### src/rtl/mips_pkg.sv
// Shared encodings for the multicycle MIPS-subset controller.
// This file holds the opcodes, funct codes, ALU control codes and the FSM state enum.
package mips_pkg;

    localparam logic [5:0] OP_RTYPE = 6'b000000;
    localparam logic [5:0] OP_BLTZ  = 6'b000001;
    localparam logic [5:0] OP_J     = 6'b000010;
    localparam logic [5:0] OP_BEQ   = 6'b000100;
    localparam logic [5:0] OP_ADDIU = 6'b001001;
    localparam logic [5:0] OP_ORI   = 6'b001101;
    localparam logic [5:0] OP_LUI   = 6'b001111;
    localparam logic [5:0] OP_LW    = 6'b100011;
    localparam logic [5:0] OP_SW    = 6'b101011;

    localparam logic [5:0] FN_ADDU  = 6'b100001;
    localparam logic [5:0] FN_SUBU  = 6'b100011;
    localparam logic [5:0] FN_AND   = 6'b100100;
    localparam logic [5:0] FN_OR    = 6'b100101;
    localparam logic [5:0] FN_SLT   = 6'b101011;

    localparam logic [2:0] ALU_AND  = 3'b000;
    localparam logic [2:0] ALU_OR   = 3'b001;
    localparam logic [2:0] ALU_ADD  = 3'b010;
    localparam logic [2:0] ALU_LUI  = 3'b011;
    localparam logic [2:0] ALU_SUB  = 3'b110;
    localparam logic [2:0] ALU_SLT  = 3'b111;

    typedef enum logic [3:0] {
        S_FETCH  = 4'd0,
        S_DECODE = 4'd1,
        S_MEMADR = 4'd2,
        S_MEMRD  = 4'd3,
        S_MEMWB  = 4'd4,
        S_MEMWR  = 4'd5,
        S_RTEX   = 4'd6,
        S_RTWB   = 4'd7,
        S_BRANCH = 4'd8,
        S_IEX    = 4'd9,
        S_IWB    = 4'd10,
        S_JUMP   = 4'd11,
        S_ERROR  = 4'd12
    } state_t;

    // States that sit waiting on the memory handshake.
    function automatic logic is_wait_state(input state_t s);
        return (s == S_FETCH) || (s == S_MEMRD) || (s == S_MEMWR);
    endfunction

endpackage

### src/rtl/aludec.sv
// Combinational R-type funct decoder: funct -> alucontrol, plus an illegal flag
// for funct codes outside the supported set.
module aludec
    import mips_pkg::*;
(
    input  logic [5:0] funct,
    output logic [2:0] alucontrol,
    output logic       illegal
);

    always_comb begin
        alucontrol = ALU_ADD;
        illegal    = 1'b0;
        case (funct)
            FN_ADDU: alucontrol = ALU_ADD;
            FN_SUBU: alucontrol = ALU_SUB;
            FN_AND:  alucontrol = ALU_AND;
            FN_OR:   alucontrol = ALU_OR;
            FN_SLT:  alucontrol = ALU_SLT;
            default: illegal    = 1'b1;
        endcase
    end

endmodule

### src/rtl/multicycle_control.sv
// Multicycle MIPS-subset control FSM with a memory-wait watchdog, a sticky
// error state and a retired-instruction counter.
module multicycle_control
    import mips_pkg::*;
#(
    parameter int unsigned WAIT_LIMIT = 255
) (
    input  logic        clk,
    input  logic        reset,
    input  logic [5:0]  op,
    input  logic [5:0]  funct,
    input  logic        zero,
    input  logic        mem_ready,
    output logic        pcen,
    output logic        iord,
    output logic        mem_req,
    output logic        memwrite,
    output logic        irwrite,
    output logic        regwrite,
    output logic        regdst,
    output logic        memtoreg,
    output logic        alusrca,
    output logic [1:0]  alusrcb,
    output logic [1:0]  pcsrc,
    output logic [2:0]  alucontrol,
    output logic [3:0]  state,
    output logic        error,
    output logic [31:0] retired
);

    localparam logic [7:0] WAIT_LIMIT_C = 8'(WAIT_LIMIT);

    state_t      state_q, state_d;
    logic [7:0]  wcnt_q, wcnt_d;
    logic [31:0] retired_q, retired_d;

    logic [2:0]  rt_alu;
    logic        rt_illegal;
    logic        timeout;
    logic        retire;

    logic        pcen_s, mem_req_s, memwrite_s, irwrite_s, regwrite_s;

    aludec u_aludec (
        .funct      (funct),
        .alucontrol (rt_alu),
        .illegal    (rt_illegal)
    );

    // A completing handshake always beats the watchdog in the same cycle.
    assign timeout = is_wait_state(state_q) && !mem_ready && (wcnt_q == WAIT_LIMIT_C);

    always_ff @(posedge clk or negedge reset) begin
        if (!reset) state_q <= S_FETCH;
        else        state_q <= state_d;
    end

    always_comb begin
        state_d = state_q;
        case (state_q)
            S_FETCH:  if (mem_ready) state_d = S_DECODE;
                      else if (timeout) state_d = S_ERROR;
            S_DECODE: begin
                case (op)
                    OP_LW, OP_SW:             state_d = S_MEMADR;
                    OP_RTYPE:                 state_d = S_RTEX;
                    OP_BEQ, OP_BLTZ:          state_d = S_BRANCH;
                    OP_ADDIU, OP_ORI, OP_LUI: state_d = S_IEX;
                    OP_J:                     state_d = S_JUMP;
                    default:                  state_d = S_ERROR;
                endcase
            end
            S_MEMADR: state_d = (op == OP_LW) ? S_MEMRD : S_MEMWR;
            S_MEMRD:  if (mem_ready) state_d = S_MEMWB;
                      else if (timeout) state_d = S_ERROR;
            S_MEMWB:  state_d = S_FETCH;
            S_MEMWR:  if (mem_ready) state_d = S_FETCH;
                      else if (timeout) state_d = S_ERROR;
            S_RTEX:   state_d = rt_illegal ? S_ERROR : S_RTWB;
            S_RTWB:   state_d = S_FETCH;
            S_BRANCH: state_d = S_FETCH;
            S_IEX:    state_d = S_IWB;
            S_IWB:    state_d = S_FETCH;
            S_JUMP:   state_d = S_FETCH;
            S_ERROR:  state_d = S_ERROR;
            default:  state_d = S_ERROR;
        endcase
    end

    always_comb begin
        pcen_s     = 1'b0;
        iord       = 1'b0;
        mem_req_s  = 1'b0;
        memwrite_s = 1'b0;
        irwrite_s  = 1'b0;
        regwrite_s = 1'b0;
        regdst     = 1'b0;
        memtoreg   = 1'b0;
        alusrca    = 1'b0;
        alusrcb    = 2'b00;
        pcsrc      = 2'b00;
        alucontrol = ALU_ADD;
        case (state_q)
            S_FETCH: begin
                mem_req_s = 1'b1;
                alusrcb   = 2'b01;
                irwrite_s = mem_ready;
                pcen_s    = mem_ready;
            end
            S_DECODE: alusrcb = 2'b11;
            S_MEMADR: begin
                alusrca = 1'b1;
                alusrcb = 2'b10;
            end
            S_MEMRD: begin
                mem_req_s = 1'b1;
                iord      = 1'b1;
            end
            S_MEMWB: begin
                regwrite_s = 1'b1;
                memtoreg   = 1'b1;
            end
            S_MEMWR: begin
                mem_req_s  = 1'b1;
                iord       = 1'b1;
                memwrite_s = 1'b1;
            end
            S_RTEX: begin
                alusrca    = 1'b1;
                alucontrol = rt_alu;
            end
            S_RTWB: begin
                regwrite_s = 1'b1;
                regdst     = 1'b1;
            end
            S_BRANCH: begin
                alusrca = 1'b1;
                pcsrc   = 2'b01;
                if (op == OP_BLTZ) begin
                    alucontrol = ALU_SLT;
                    pcen_s     = ~zero;
                end else begin
                    alucontrol = ALU_SUB;
                    pcen_s     = zero;
                end
            end
            S_IEX: begin
                alusrca = 1'b1;
                alusrcb = 2'b10;
                case (op)
                    OP_ORI:  alucontrol = ALU_OR;
                    OP_LUI:  alucontrol = ALU_LUI;
                    default: alucontrol = ALU_ADD;
                endcase
            end
            S_IWB: regwrite_s = 1'b1;
            S_JUMP: begin
                pcsrc  = 2'b10;
                pcen_s = 1'b1;
            end
            default: ;
        endcase
    end

    // Strobes are gated by the reset pin itself so an abort is silent at once.
    assign pcen     = pcen_s     & reset;
    assign mem_req  = mem_req_s  & reset;
    assign memwrite = memwrite_s & reset;
    assign irwrite  = irwrite_s  & reset;
    assign regwrite = regwrite_s & reset;

    assign retire = (state_q == S_MEMWB) || (state_q == S_RTWB) || (state_q == S_BRANCH) ||
                    (state_q == S_IWB)   || (state_q == S_JUMP) ||
                    ((state_q == S_MEMWR) && mem_ready);

    always_comb begin
        wcnt_d = wcnt_q;
        if (state_d != state_q)
            wcnt_d = 8'd0;
        else if (is_wait_state(state_q) && !mem_ready)
            wcnt_d = wcnt_q + 8'd1;
        retired_d = retire ? retired_q + 32'd1 : retired_q;
    end

    always_ff @(posedge clk or negedge reset) begin
        if (!reset) begin
            wcnt_q    <= 8'd0;
            retired_q <= 32'd0;
        end else begin
            wcnt_q    <= wcnt_d;
            retired_q <= retired_d;
        end
    end

    assign state   = state_q;
    assign error   = (state_q == S_ERROR);
    assign retired = retired_q;

endmodule

### config.mk
export PLATFORM = sky130hd
export DESIGN_NAME = multicycle_control
export DESIGN_NICKNAME = d
export VERILOG_FILES = /design/src/rtl/mips_pkg.sv /design/src/rtl/aludec.sv /design/src/rtl/multicycle_control.sv
export SDC_FILE = /design/constraint.sdc
export NUM_CORES = 1
export LEC_CHECK = 0
export BUFFER_PORTS_ARGS = -buffer_cell sky130_fd_sc_hd__buf_2
export CORE_ASPECT_RATIO = 1.4
export CORE_MARGIN = 3
export CORE_UTILIZATION = 30
export CTS_BUF_LIST = sky130_fd_sc_hd__clkbuf_4 sky130_fd_sc_hd__clkbuf_8
export DETAILED_ROUTE_END_ITERATION = 10
export GPL_TIMING_DRIVEN = 1
export PLACE_DENSITY = 0.6
export SLEW_MARGIN = 25
export SYNTH_ARGS = -nofsm -noshare
export SYNTH_HDL_FRONTEND = slang
export SYNTH_SLANG_ARGS = --single-unit
### constraint.sdc
create_clock -name clk -period 1.7 [get_ports clk]
set_input_delay 0.085 -clock clk [delete_from_list [all_inputs] [get_ports clk]]
set_output_delay 0.085 -clock clk [all_outputs]
set_load 0.01 [all_outputs]
Word-level counts from Yosys, hierarchy flattened
Index checks and enable logic that the tools add are counted.
Storage, ports and cells
  bits of input ports: 16
  logic and storage cells: 88
  bits in registers: 44
  output and inout bits: 53
Cells by class
  multiplexer cells: 26
  reductions and logical operators: 24
  bitwise gates (word level): 6
  equal/unequal tests: 27
  add/subtract/negate cells: 2
Operator list (number)
  equality test 6 bit, second input constant: 7
  adder 32 x 1 -> 32 bit, second input constant: 1
  one-hot mux 4 bit (8 select lines): 1
  equality test 4 bit, second input constant: 5
  2-to-1 mux 4 bit: 5
  one-hot mux 4 bit (5 select lines): 1
  equality test 6 x 4 -> 1 bit, second input constant: 3
  equality test 4 x 3 -> 1 bit, second input constant: 4
  2-to-1 mux 8 bit: 2
  one-hot mux 3 bit (4 select lines): 1
  2-to-1 mux 1 bit: 10
  OR reduction 5 bit: 2
  one-hot mux 3 bit (3 select lines): 1
  OR reduction 3 bit: 3
  adder 8 x 1 -> 8 bit, second input constant: 1
  equality test 4 x 2 -> 1 bit, second input constant: 2
  equality test 8 bit, second input constant: 1
  one-hot mux 2 bit (2 select lines): 2
  OR reduction 2 bit: 4
  logical OR 1 bit: 7
  equality test 6 x 1 -> 1 bit, second input constant: 1
  equality test 6 x 2 -> 1 bit, second input constant: 1
  equality test 6 x 3 -> 1 bit, second input constant: 1
  logical NOT 6 bit: 1
  12 further kinds: 18

Logic depth before layout (Yosys ltp)
Gate-level depths: netlist of the first run.
  word-level depth: 10
  mapped depth: 7
  gate-level depth less buffers: 6

By module
Synthesis of the first run repeated with hierarchy kept, for this count alone.
Second synthesis, totals
  cells, all modules: 290
  area total of the unflattened synthesis: 2687.6 sq um
By module, submodules not included
  multicycle_control: area each 2618.8 sq um, cells each 280, sequential area each 1101.1 sq um, instances 1
  aludec: area each 68.8 sq um, cells each 10, sequential area each 0.0 sq um, instances 1

Least setup slack after synthesis of the first run
OpenSTA, ideal clock, no wires.
  path type: register -> register
  start: register state_q[3], in the netlist state[3]
  end: register wcnt_q[0]
  required time: 1.562 ns
  period minus slack after synthesis: 1.825 ns
  path buffers: 0
  stages on the path, launching flop included: 6
  library setup time: 0.138 ns
  arrival time: 1.687 ns
  path slack: -0.125 ns
  cell sequence: dfrtp_1 > nand4bb_4 > a2111oi_4 > nor3_1 > o32ai_4 > nor3_1
Between the ends
  cells in the longest elaborated chain, start to end: 10
  elaborated cells between the ends (all ways): 25
  those cells by class: eq/ne: 12; mux: 6; reduce/logical: 7
Ends and longest elaborated chain
  start, declared: line multicycle_control.sv:33  | state_t state_q, state_d;
  start signal, assigned: line multicycle_control.sv:55  | else state_q <= state_d;
  equality test 4 x 2 -> 1 bit / logical NOT 4 bit (equally long branches): line mips_pkg.sv:46, multicycle_control.sv:60
  logical OR 1 bit (2 in a row): line mips_pkg.sv:46  | return (s == S_FETCH) || (s == S_MEMRD) || (s == S_MEMWR);
  logical AND 1 bit: line multicycle_control.sv:51, multicycle_control.sv:180
  logical AND 1 bit: line multicycle_control.sv:51  | assign timeout = is_wait_state(state_q) && !mem_ready && (wcnt_q == WAIT_LIMIT_C);
  2-to-1 mux 4 bit: line multicycle_control.sv:62, multicycle_control.sv:75, multicycle_control.sv:78
  2-to-1 mux 4 bit (on tied branches): line multicycle_control.sv:77, multicycle_control.sv:61, multicycle_control.sv:74
  one-hot mux 4 bit (8 select lines): line multicycle_control.sv:60  | case (state_q)
  inequality test 4 bit: line multicycle_control.sv:178  | if (state_d != state_q)
  2-to-1 mux 8 bit / nonzero test 2 bit (equally long branches)
  end signal, assigned: line multicycle_control.sv:190  | wcnt_q <= wcnt_d;
  end, declared: line multicycle_control.sv:34  | logic [7:0] wcnt_q, wcnt_d;
Parallel ways exist; a longest one is shown, timed or not.
A chain may end at the register's enable or synchronous reset.

Worst setup path after layout of the first run
  start: register state_q[3], in the netlist state[3]
  end: output port pcen
Between the ends
  cells in the longest elaborated chain, start to end: 3
  elaborated cells between the ends (all ways): 5
  those cells by class: eq/ne: 2; mux: 1; bitwise: 1; reduce/logical: 1
Ends and longest elaborated chain
  equality test 4 bit / logical NOT 4 bit (equally long branches): line multicycle_control.sv:103  | case (state_q)
  one-hot mux 1 bit (3 select lines) *: line multicycle_control.sv:103
  bitwise AND 1 bit *: line multicycle_control.sv:166  | assign pcen = pcen_s & reset;
  end, declared: line multicycle_control.sv:14  | output logic pcen,
Every way passes the cells marked *; elsewhere a longest branch is shown, timed or not.

==> results of run 1 <==
[synthesized netlist by cell type (8+ instances only)]
| cell | n | share of area (%) |
|---|---|---|
| dfrtp_1 | 44 | 38 |
| nor2_1 | 28 | 3.6 |
| nor4_2 | 8 | 3.4 |
| nand3_1 | 12 | 2.1 |
| clkbuf_1 | 9 | 1.2 |
| and3_1 | 10 | 2.1 |
| inv_1 | 9 | 1.2 |
| xnor2_1 | 17 | 5.1 |
| nor3_1 | 26 | 4.4 |
| nand2_1 | 23 | 2.9 |
| nand2b_1 | 14 | 3.0 |
| xor2_1 | 24 | 7.2 |
[cell type report]
cell class	instances	area, um2	share of cell area (%)
Sequential cell	44	1100	22.4
Timing Repair Buffer	166	1300	26.4
Clock buffer	6	76.3	1.55
Clock inverter	2	35.0	0.711
Multi-Input combinational cell	245	2240	45.5
Inverter	9	33.8	0.685
Tap cell	110	138	2.79
[flip-flops by register name (all words and copies together), names as in the netlist]
signal   count
wcnt_q       8
retired     32
state        4
[worst register-to-register path, cell delays in order (launching register included)]
cell and delay [ps]:
dfrtp_1 410, buf_6 130, nand4bb_4 230, a2111oi_4 260
buf_4 180, nand3b_1 150, o32ai_4 110, buf_12 170
nor3_4 180
[power groups by stage]
stage,sequential (uW),clock (uW),combinational [uW]
floorplan,1360,0,1120
global placement,1290,0,2010
detailed placement,1290,0,2030
CTS,1270,842,2780
global route,1300,880,3520
finish,1290,810,3300
[worst max-delay path by stage]
stage	start	end	slack [ps]
global placement	state[2]	wcnt_q[5]	-70
global route	state[3]	pcen	-300
floorplan	state[3]	wcnt_q[0]	3
CTS	state[0]	alucontrol[1]	-190
finish	state[3]	pcen	-200
detailed placement	state[2]	wcnt_q[7]	-100
[per-layer routing]
layer / share of wire, % / vias up
li1: - / 1445
met1: 37 / 1484
met2: 55 / 93
met3: 4.5 / 29
met4: 3.6 / 0
met5: 0 / -
[kinds of logic (layout without fill, tap and decap cells)]
kind of cell | after synthesis | count (layout)
AOI/OAI and AO/OA | 36 | 36
xor gates and xnor gates | 41 | 41
adders and majority gates | 2 | 2
buffers and inverters | 23 | 183
DFF | 44 | 44
muxes | 3 | 3
and+or+nand+nor | 163 | 163
[timing repair]
action,4_1_cts,5_1_grt
cloned,0,1
setup buffers,19,19
pin swaps,32,34
hold buffers,1,0
gates resized for setup,72,70
endpoints found under the setup margin,27,52
endpoints found under the hold margin,2,0
[through the flow]
step           utilization (%)  setup slack, ps  area, um2  setup TNS [ps]
5_1_grt                   52.1             -299       4930           -6640
6_report                  52.1             -195       4930           -3400
2_1_floorplan                -             2.76       2940               0
4_1_cts                   46.9             -186       4430           -2520
3_5_place_dp              40.3             -103       3810            -731
3_3_place_gp              40.3            -73.1       3810            -425
==> results.md, run 1 <==
* Switching Fraction at 37.3%
* Clock Skew at 12.1 ps
* Cell count after synthesis at between 300 and 400
* R2R Setup Slk at -190 ps
* Fin Hold WS at about 140 ps
* Drt drc at 0
* Via Count at 3051
* Flop pwr share at 23.8%
* Antenna cells at 0
* Pin count of the biggest net entering global routing at 43
* Multiplexer area fraction after synthesis at 1.11%
* Minimum clock period after layout at 1900 ps
* CTS tree: done
* Synth Register Bits at 44
* Grt met1 use at approximately 18%
* Internal at approximately 3400 uW
* CP max stage delay at 480 ps
* Max_cap viols at 0
* Nets at about 500
* Max transition margin at 63.8%
* Crit end category: primary output
* Num CTS Buffers at 5
* Max-slew violations at 0
* DIE HEIGHT at 123 um
* Switch Pwr at 2020 uW
* Cell count along the critical path at 6
* Post-synthesis sequential area ratio at a little under two fifths
* Xor/xnor share of the synthesized area at about 12%
* Clk pwr share at around 15%
* Routed Antenna Nets at 0
* Commonest non-fill, non-tap cell in the layout: buf_2
* First-pass GRT wire length at roughly 14000 um
* Maximum clock frequency at around 530 MHz
* Synth Area in Simple Gates at between 30% and 40%
* Initial antenna violation count at 0
* Vias in the first global route at between 2000 and 3000
* Met2 Use GR at between 20% and 30%
* Commonest non-fill, non-tap cells in the layout: buf_2, buf_4, dfrtp_1
* Routability congestion estimate at 0.831
* Post-synth EDFFs at 0
* Ys Warns at 0
* Power, Total at 5400 uW
* Die Width at 89.5 um
* WL/cell at 15.9 um
* Synth Area in Compound Gates at 10.9%
* Worst-skew pair later-pin latency at 300 ps
* Final Setup Violations at 32
* Max FO, Critical Path at 6
* Site Rows at 42
* Congestion Overflow GR at 0
* Post-synth top flop: dfrtp_1
* Fillers at about 840
* Cell Pwr Density at between 1000 and 1500 mW/mm2
* Critical R2R Launch: state[0]
* DR pass1 iterations at 4
* Main combinational cell family by area after synthesis: simple AND/OR/NAND/NOR gates
* CTS root buf: clkbuf_8
* WP data arrival at roughly 1800 ps
* Adder-Cell Fraction of Synth Area at 0.855%
* CTS Buffer Depth at 2
* Port buffer count at 68
* Total GRT Usage at about 16%
* Failing checks: negative setup slack
* Worst-path cell chain: buf_12 -> nand2b_4 -> o31a_1 -> o22ai_2 -> and2_1 -> buf_2
* RSZ-0062 raised after global routing: yes
* HP Class: input port to async pin
* DR vias/cell at 5.24
* Peak VDD IR at around 0.77 mV
* Inst Count DP at about 540
* Number of distinct library cells after synthesis at between 50 and 60
* Htree depth at 2
* Delay-heaviest family, CP: flip-flops
* Hold Vio Cnt, Final at 0
* Die area at 0.0110 mm2
* Ports at 69
* Run status: complete, but fails checks
* Critical path's slowest cell: dfrtp_2
* Final worst-path cycle share at 111%
* Net Count, Synth at 330
* Kind of critical path: flop to primary output
* Initial core utilization at 30.9%
* Req. time, crit path at roughly 1600 ps
* Core area at 0.00946 mm2
* Share of cells above drive strength 1 at 55.3%
* CTS Sinks at 44
* FF-to-FF path depth at 8
* Met3 GRT Util at 2.35%
* Post-DP HPWL at approximately 6000 um
* Worst Tran Pin Value at 544 ps
* Syn Std Cell Area at 0.00293 mm2
* Post-Route WL at just over 9000 um
* Non-filler instance count after layout at 582
* Worst setup SP type: flop
* GRT Max-Usage Layer: met2
* Clk slew on worst S/H paths at roughly 80 ps
* Synthesized area per cell at 9.38 um2
* Asr flop ratio synth at 100%
* Buf/Inv on CP at 2
* Area delta synth->final at 68.4%
* Iter 0 DRT Violations at 81
* R2R Path End: wcnt_q[5]
* Power share of the combinational group at 61.2%
* Leakage at 0.00236 uW
* Worst Setup Slack, final at -195 ps
No activity file was read; power rests on OpenSTA's default activity.
==> run 2, diff against run 1 <==
Settings changed: CAP_MARGIN set to 20, MAX_ROUTING_LAYER set to met4, PLACE_DENSITY 0.6 to 0.59.
Clock period 1.7 ns to 2.2 ns, I/O delays scaled along.
==> results.md, run 2 (synthesis results as in run 1) <==
* Inst Count DP at 494 (-8.2%)
* Iter 0 DRT Violations at 124 (+53%)
* Nets at 413 (-16%)
* Num CTS Buffers at 5 (unchanged)
* Clk slew on worst S/H paths at 90 ps (about the same)
* Share of cells above drive strength 1 at 31.3% (-24 points)
* Cell Pwr Density at 799 mW/mm2 (-27%)
* CTS Buffer Depth at 2 (unchanged)
* Worst setup SP type: flop
* Kind of critical path: flop to primary output
* Critical path's slowest cell: or4_4
* Total GRT Usage at 13.8% (-1.8 points)
* Antenna cells at 0 (unchanged)
* Htree depth at 2 (unchanged)
* Drt drc at 0 (unchanged)
* Number of flip-flops in the largest register at 32 (unchanged)
* Pin count of the biggest net entering global routing at 27 (-37%)
* Die area at 0.0110 mm2 (unchanged)
* Commonest non-fill, non-tap cells in the layout: buf_2, dfrtp_1, nor2_1
* Initial antenna violation count at 0 (unchanged)
* Max FO, Critical Path at 11 (+5)
* Die Width at 89.5 um (unchanged)
* RSZ-0062 raised after global routing: no
* Post-DP HPWL at 5490 um (-8.6%)
* Minimum clock period after layout at 2100 ps
* First-pass GRT wire length at 11800 um (-13%)
* Core area at 0.00946 mm2 (unchanged)
* WL/cell at 14.2 um (-11%)
* CTS tree: done
* HP Class: input port to async pin
* Site Rows at 42 (unchanged)
* Non-filler instance count after layout at 506 (-13%)
* Via Count at 2603 (-15%)
* DIE HEIGHT at 123 um (unchanged)
* Worst Tran Pin Value at 567 ps (+23.2 ps)
* Leakage at 0.00169 uW (-28%)
* WP data arrival at 1990 ps (+180 ps)
* CTS Sinks at 44 (unchanged)
* Routability congestion estimate at 0.767 (-7.8%)
* Run status: finished clean
* Crit end category: primary output
* Worst-skew pair later-pin latency at 290 ps (about the same)
* Req. time, crit path at 2090 ps (+470 ps)
* Maximum clock frequency at ~480 MHz
* Congestion Overflow GR at 0 (unchanged)
* Max transition margin at 61.7% (-2.1 points)
* Vias in the first global route at 2535 (-14%)
* DR vias/cell at 5.14 (-1.9%)
* Hold Vio Cnt, Final at 0 (unchanged)
* Commonest non-fill, non-tap cell in the layout: buf_2
* Ports at 69 (unchanged)
* Routed Antenna Nets at 0 (unchanged)
* CTS root buf: clkbuf_8
* Port buffer count at 68 (unchanged)
* DR pass1 iterations at 4 (unchanged)
* Worst-path cell chain: buf_4 -> nand2b_1 -> or4_4 -> a2bb2oi_1 -> buf_2
* Clock Skew at 8.76 ps (-3.35 ps)
* Final Setup Violations at 0 (-100%)
* Initial core utilization at 30.9% (unchanged)
* Total negative setup slack at 0 ps (+3400 ps)
* Fillers at 963 (+15%)
* Max-slew violations at 0 (unchanged)
* Max_cap viols at 0 (unchanged)
* Peak VDD IR at 0.348 mV (-55%)
* Final worst-path cycle share at around 96%
* CP max stage delay at 530 ps (+50 ps)
* Area delta synth->final at 24.1%
* Post-Route WL at 7180 um (-23%)
## run 2: cell type report
cell class	instances	area, um2	share of cell area, %
Multi-Input combinational cell	245	1730	47.5
Sequential cell	44	1100	30.4
Timing Repair Buffer	90	533	14.7
Tap cell	110	138	3.79
Clock buffer	7	90.1	2.48
Inverter	9	33.8	0.930
Clock inverter	1	7.51	0.207
## run 2: final timing paths
kind,from,end,slack [ps],cells past startpoint
max,state[1],alucontrol[1],100,5
min,reset,wcnt_q[6],220,2
max reg2reg,state[1],wcnt_q[5],210,5
min reg2reg,retired[31],retired[31],470,1
max in group asynchronous,reset,retired[20],1350,3
min in group clk,op[3],state[2],220,3
## run 2: per-stage QoR
stage	setup slack, ps	hold slack (ps)	area [um2]	power [uW]	util, %
after floorplan	375	-186	2930	1910	-
after global placement	226	3.43	3480	2320	36.8
after detailed placement	83.5	8.13	3480	2340	36.8
after CTS	56.2	205	3600	2910	38.0
after global routing	2.54	242	3630	3130	38.4
final	98.5	216	3630	2900	38.4
## run 2: repair_timing
item,in CTS,in global routing
hold buffers,1,0
cloned,0,0
gates resized for setup,2,2
setup buffers,1,2
setup endpoints to repair,3,2
endpoints found under the hold margin,17,0
## run 2: report_power, final
group / total, uW / internal (uW) / switching [uW] / leakage (uW)
Combinational: 1340 / 587 / 757 / 0.00108
Clock: 542 / 268 / 274 / 0.0000479
Sequential: 1010 / 898 / 117 / 0.000567
Total: 2900 / 1750 / 1150 / 0.00169
## run 2: layer usage
metal	vias to the layer above	GRT usage, %	routed length, um	share of wire (%)
met1	1231	16.0	3070	43
met4	0	6.15	252	3.5
met5	-	-	0	0
li1	1280	-	-	-
met3	18	1.68	286	4.0
met2	74	23.4	3570	50
## run 2: worst max-delay path: cells and delay by family, from the launching register on
kind	cells	cell delay, ps
AND/OR/NAND/NOR	2	730
buffers and inverters	2	340
flip-flops	1	480
AO/OA/AOI/OAI	1	140
==> run 3, diff against run 2 <==
Settings changed: CORE_UTILIZATION 30 to 52, PLACE_DENSITY 0.59 to 0.87.
==> results.md, run 3 (synthesis results as in run 1) <==
* Run status: finished clean
* Initial core utilization at 55.1% (+24 points)
* Via Count at 2646 (+1.7%)
* Worst-skew pair later-pin latency at 300 ps (about the same)
* Worst-path cell chain: buf_4 -> nand2b_1 -> or4_1 -> a2bb2oi_1 -> buf_2
* Worst Setup Slack, final at 85.8 ps (-12.7 ps)
* CTS Sinks at 44 (unchanged)
* Port buffer count at 68 (unchanged)
* First-pass GRT wire length at 11800 um (+0.77%)
* Max-slew violations at 0 (unchanged)
* Inst Count DP at 446 (-9.7%)
* Req. time, crit path at 2090 ps (about the same)
* HP Class: input port to async pin
* Routed Antenna Nets at 0 (unchanged)
* Fin Hold WS at 228 ps (+12.1 ps)
* Total negative setup slack at 0 ps (unchanged)
* Total GRT Usage at 23.0% (+9.3 points)
* CP max stage delay at 550 ps (+20 ps)
* Max transition margin at 62.8% (+1.1 points)
* Drt drc at 0 (unchanged)
* CTS tree: done
* Critical R2R Launch: state[2]
* Initial antenna violation count at 0 (unchanged)
* Commonest non-fill, non-tap cell in the layout: buf_2
* Minimum clock period after layout at 2110 ps (+12.7 ps)
* Die area at 0.00658 mm2 (-40%)
* Worst Tran Pin Value at 554 ps (-13.1 ps)
* Commonest non-fill, non-tap cells in the layout: buf_2, dfrtp_1, nor2_1
* Nets at 407 (-1.5%)
* DR pass1 iterations at 6 (+2)
* DIE HEIGHT at 94.8 um (-23%)
* Site Rows at 31 (-26%)
* Antenna cells at 0 (unchanged)
* Routability congestion estimate at 0.905 (+18%)
* Num CTS Buffers at 5 (unchanged)
* Placement Setup Slack at 176 ps (+92.5 ps)
* Buf/Inv on CP at 2 (unchanged)
* Final Setup Violations at 0 (unchanged)
* Maximum clock frequency at 473 MHz (-0.60%)
* Grt met1 use at 25.8% (+9.9 points)
* Clock Skew at 10.3 ps (+1.56 ps)
* Vias in the first global route at 2612 (+3.0%)
* RSZ-0062 raised after global routing: no
* Htree depth at 2 (unchanged)
* Die Width at 69.4 um (-22%)
* Critical path's slowest cell: or4_1
* Pin count of the biggest net entering global routing at 24 (-11%)
* R2R Path End: wcnt_q[1]
* Leakage at 0.00165 uW (-2.3%)
* Post-Route WL at 7100 um (-1.1%)
* Number of flip-flops in the largest register at 32 (unchanged)
* GRT Max-Usage Layer: met2
* R2R Setup Slk at 190 ps (-20 ps)
* Kind of critical path: flop to primary output
* Met3 GRT Util at 3.73% (+2.0 points)
* Final worst-path cycle share at 96.1% (+0.58 points)
* Met2 Use GR at 39.6% (+16 points)
* Clk slew on worst S/H paths at 90 ps (about the same)
* Share of cells above drive strength 1 at 30.3% (-1.1 points)
* Iter 0 DRT Violations at 160 (+29%)
* CTS Buffer Depth at 2 (unchanged)
* Core area at 0.00531 mm2 (-44%)
* WP data arrival at 2000 ps (about the same)
* Congestion Overflow GR at 0 (unchanged)
* Max FO, Critical Path at 15 (+4)
* Ports at 69 (unchanged)
* Hold Vio Cnt, Final at 0 (unchanged)
* Post-DP HPWL at 5360 um (-2.4%)
* FF-to-FF path depth at 7 (+2)
* WL/cell at 15.6 um (+9.7%)
* CTS root buf: clkbuf_8
* DR vias/cell at 5.80 (+13%)
* Final Core Density at 65.9% (+28 points)
* Peak VDD IR at 0.412 mV (+18%)
* Delay-heaviest family, CP: simple AND/OR/NAND/NOR gates
* Worst setup SP type: flop
* Cell Pwr Density at 818 mW/mm2 (+2.4%)
* Area delta synth->final at 19.7%
* Non-filler instance count after layout at 456 (-9.9%)
* Crit end category: primary output
* Max_cap viols at 0 (unchanged)
-- run 3: cell types whose count changed in the layout (fill, tap and decap cells not counted) --
| cell | change |
|---|---|
| buf_4 | -4 |
| dfrtp_2 | +1 |
| dfrtp_1 | -1 |
| or4_4 | -1 |
| or4_1 | +1 |
| buf_12 | -2 |
-- run 3: area by class of cell --
type	count	area, um2
sequential	44	1100
multi-input combinational	245	1720
timing repair buffer	84	463
fill	417	1810
tap	66	82.6
clock buffer	7	90.1
inverter	9	33.8
clock inverter	1	7.51
-- run 3: per-layer routing --
metal,vias up,routed length [um]
li1,1266,-
met1,1265,2840
met4,0,263
met2,92,3620
met5,-,0
met3,23,373
-- run 3: timing repair --
item,in CTS,in global routing
hold buffers,1,0
endpoints found under the hold margin,21,0
gates resized for setup,2,2
setup endpoints to repair,2,2
setup buffers,1,0
-- run 3: report_power, final --
part           total [uW]  switching (uW)  internal [uW]
clock network         550             282            268
logic                1300             744            555
registers            1010             115            900
total                2860            1140           1720
-- run 3: how the worst max path moves through the flow --
stage,startpoint,endpoint,slack (ps),depth (start not counted)
2_1_floorplan,state[3],wcnt_q[0],380,5
3_3_place_gp,state[2],alucontrol[1],280,5
3_5_place_dp,state[0],wcnt_q[5],180,6
4_1_cts,state[0],alucontrol[1],10,5
5_1_grt,state[1],alucontrol[1],8,5
6_report,state[1],alucontrol[1],90,5
-- run 3: per-stage QoR --
step	total power, uW	area (um2)
2_1_floorplan	1910	2930
3_3_place_gp	2270	3380
3_5_place_dp	2310	3380
4_1_cts	2880	3500
5_1_grt	3040	3500
6_report	2860	3500
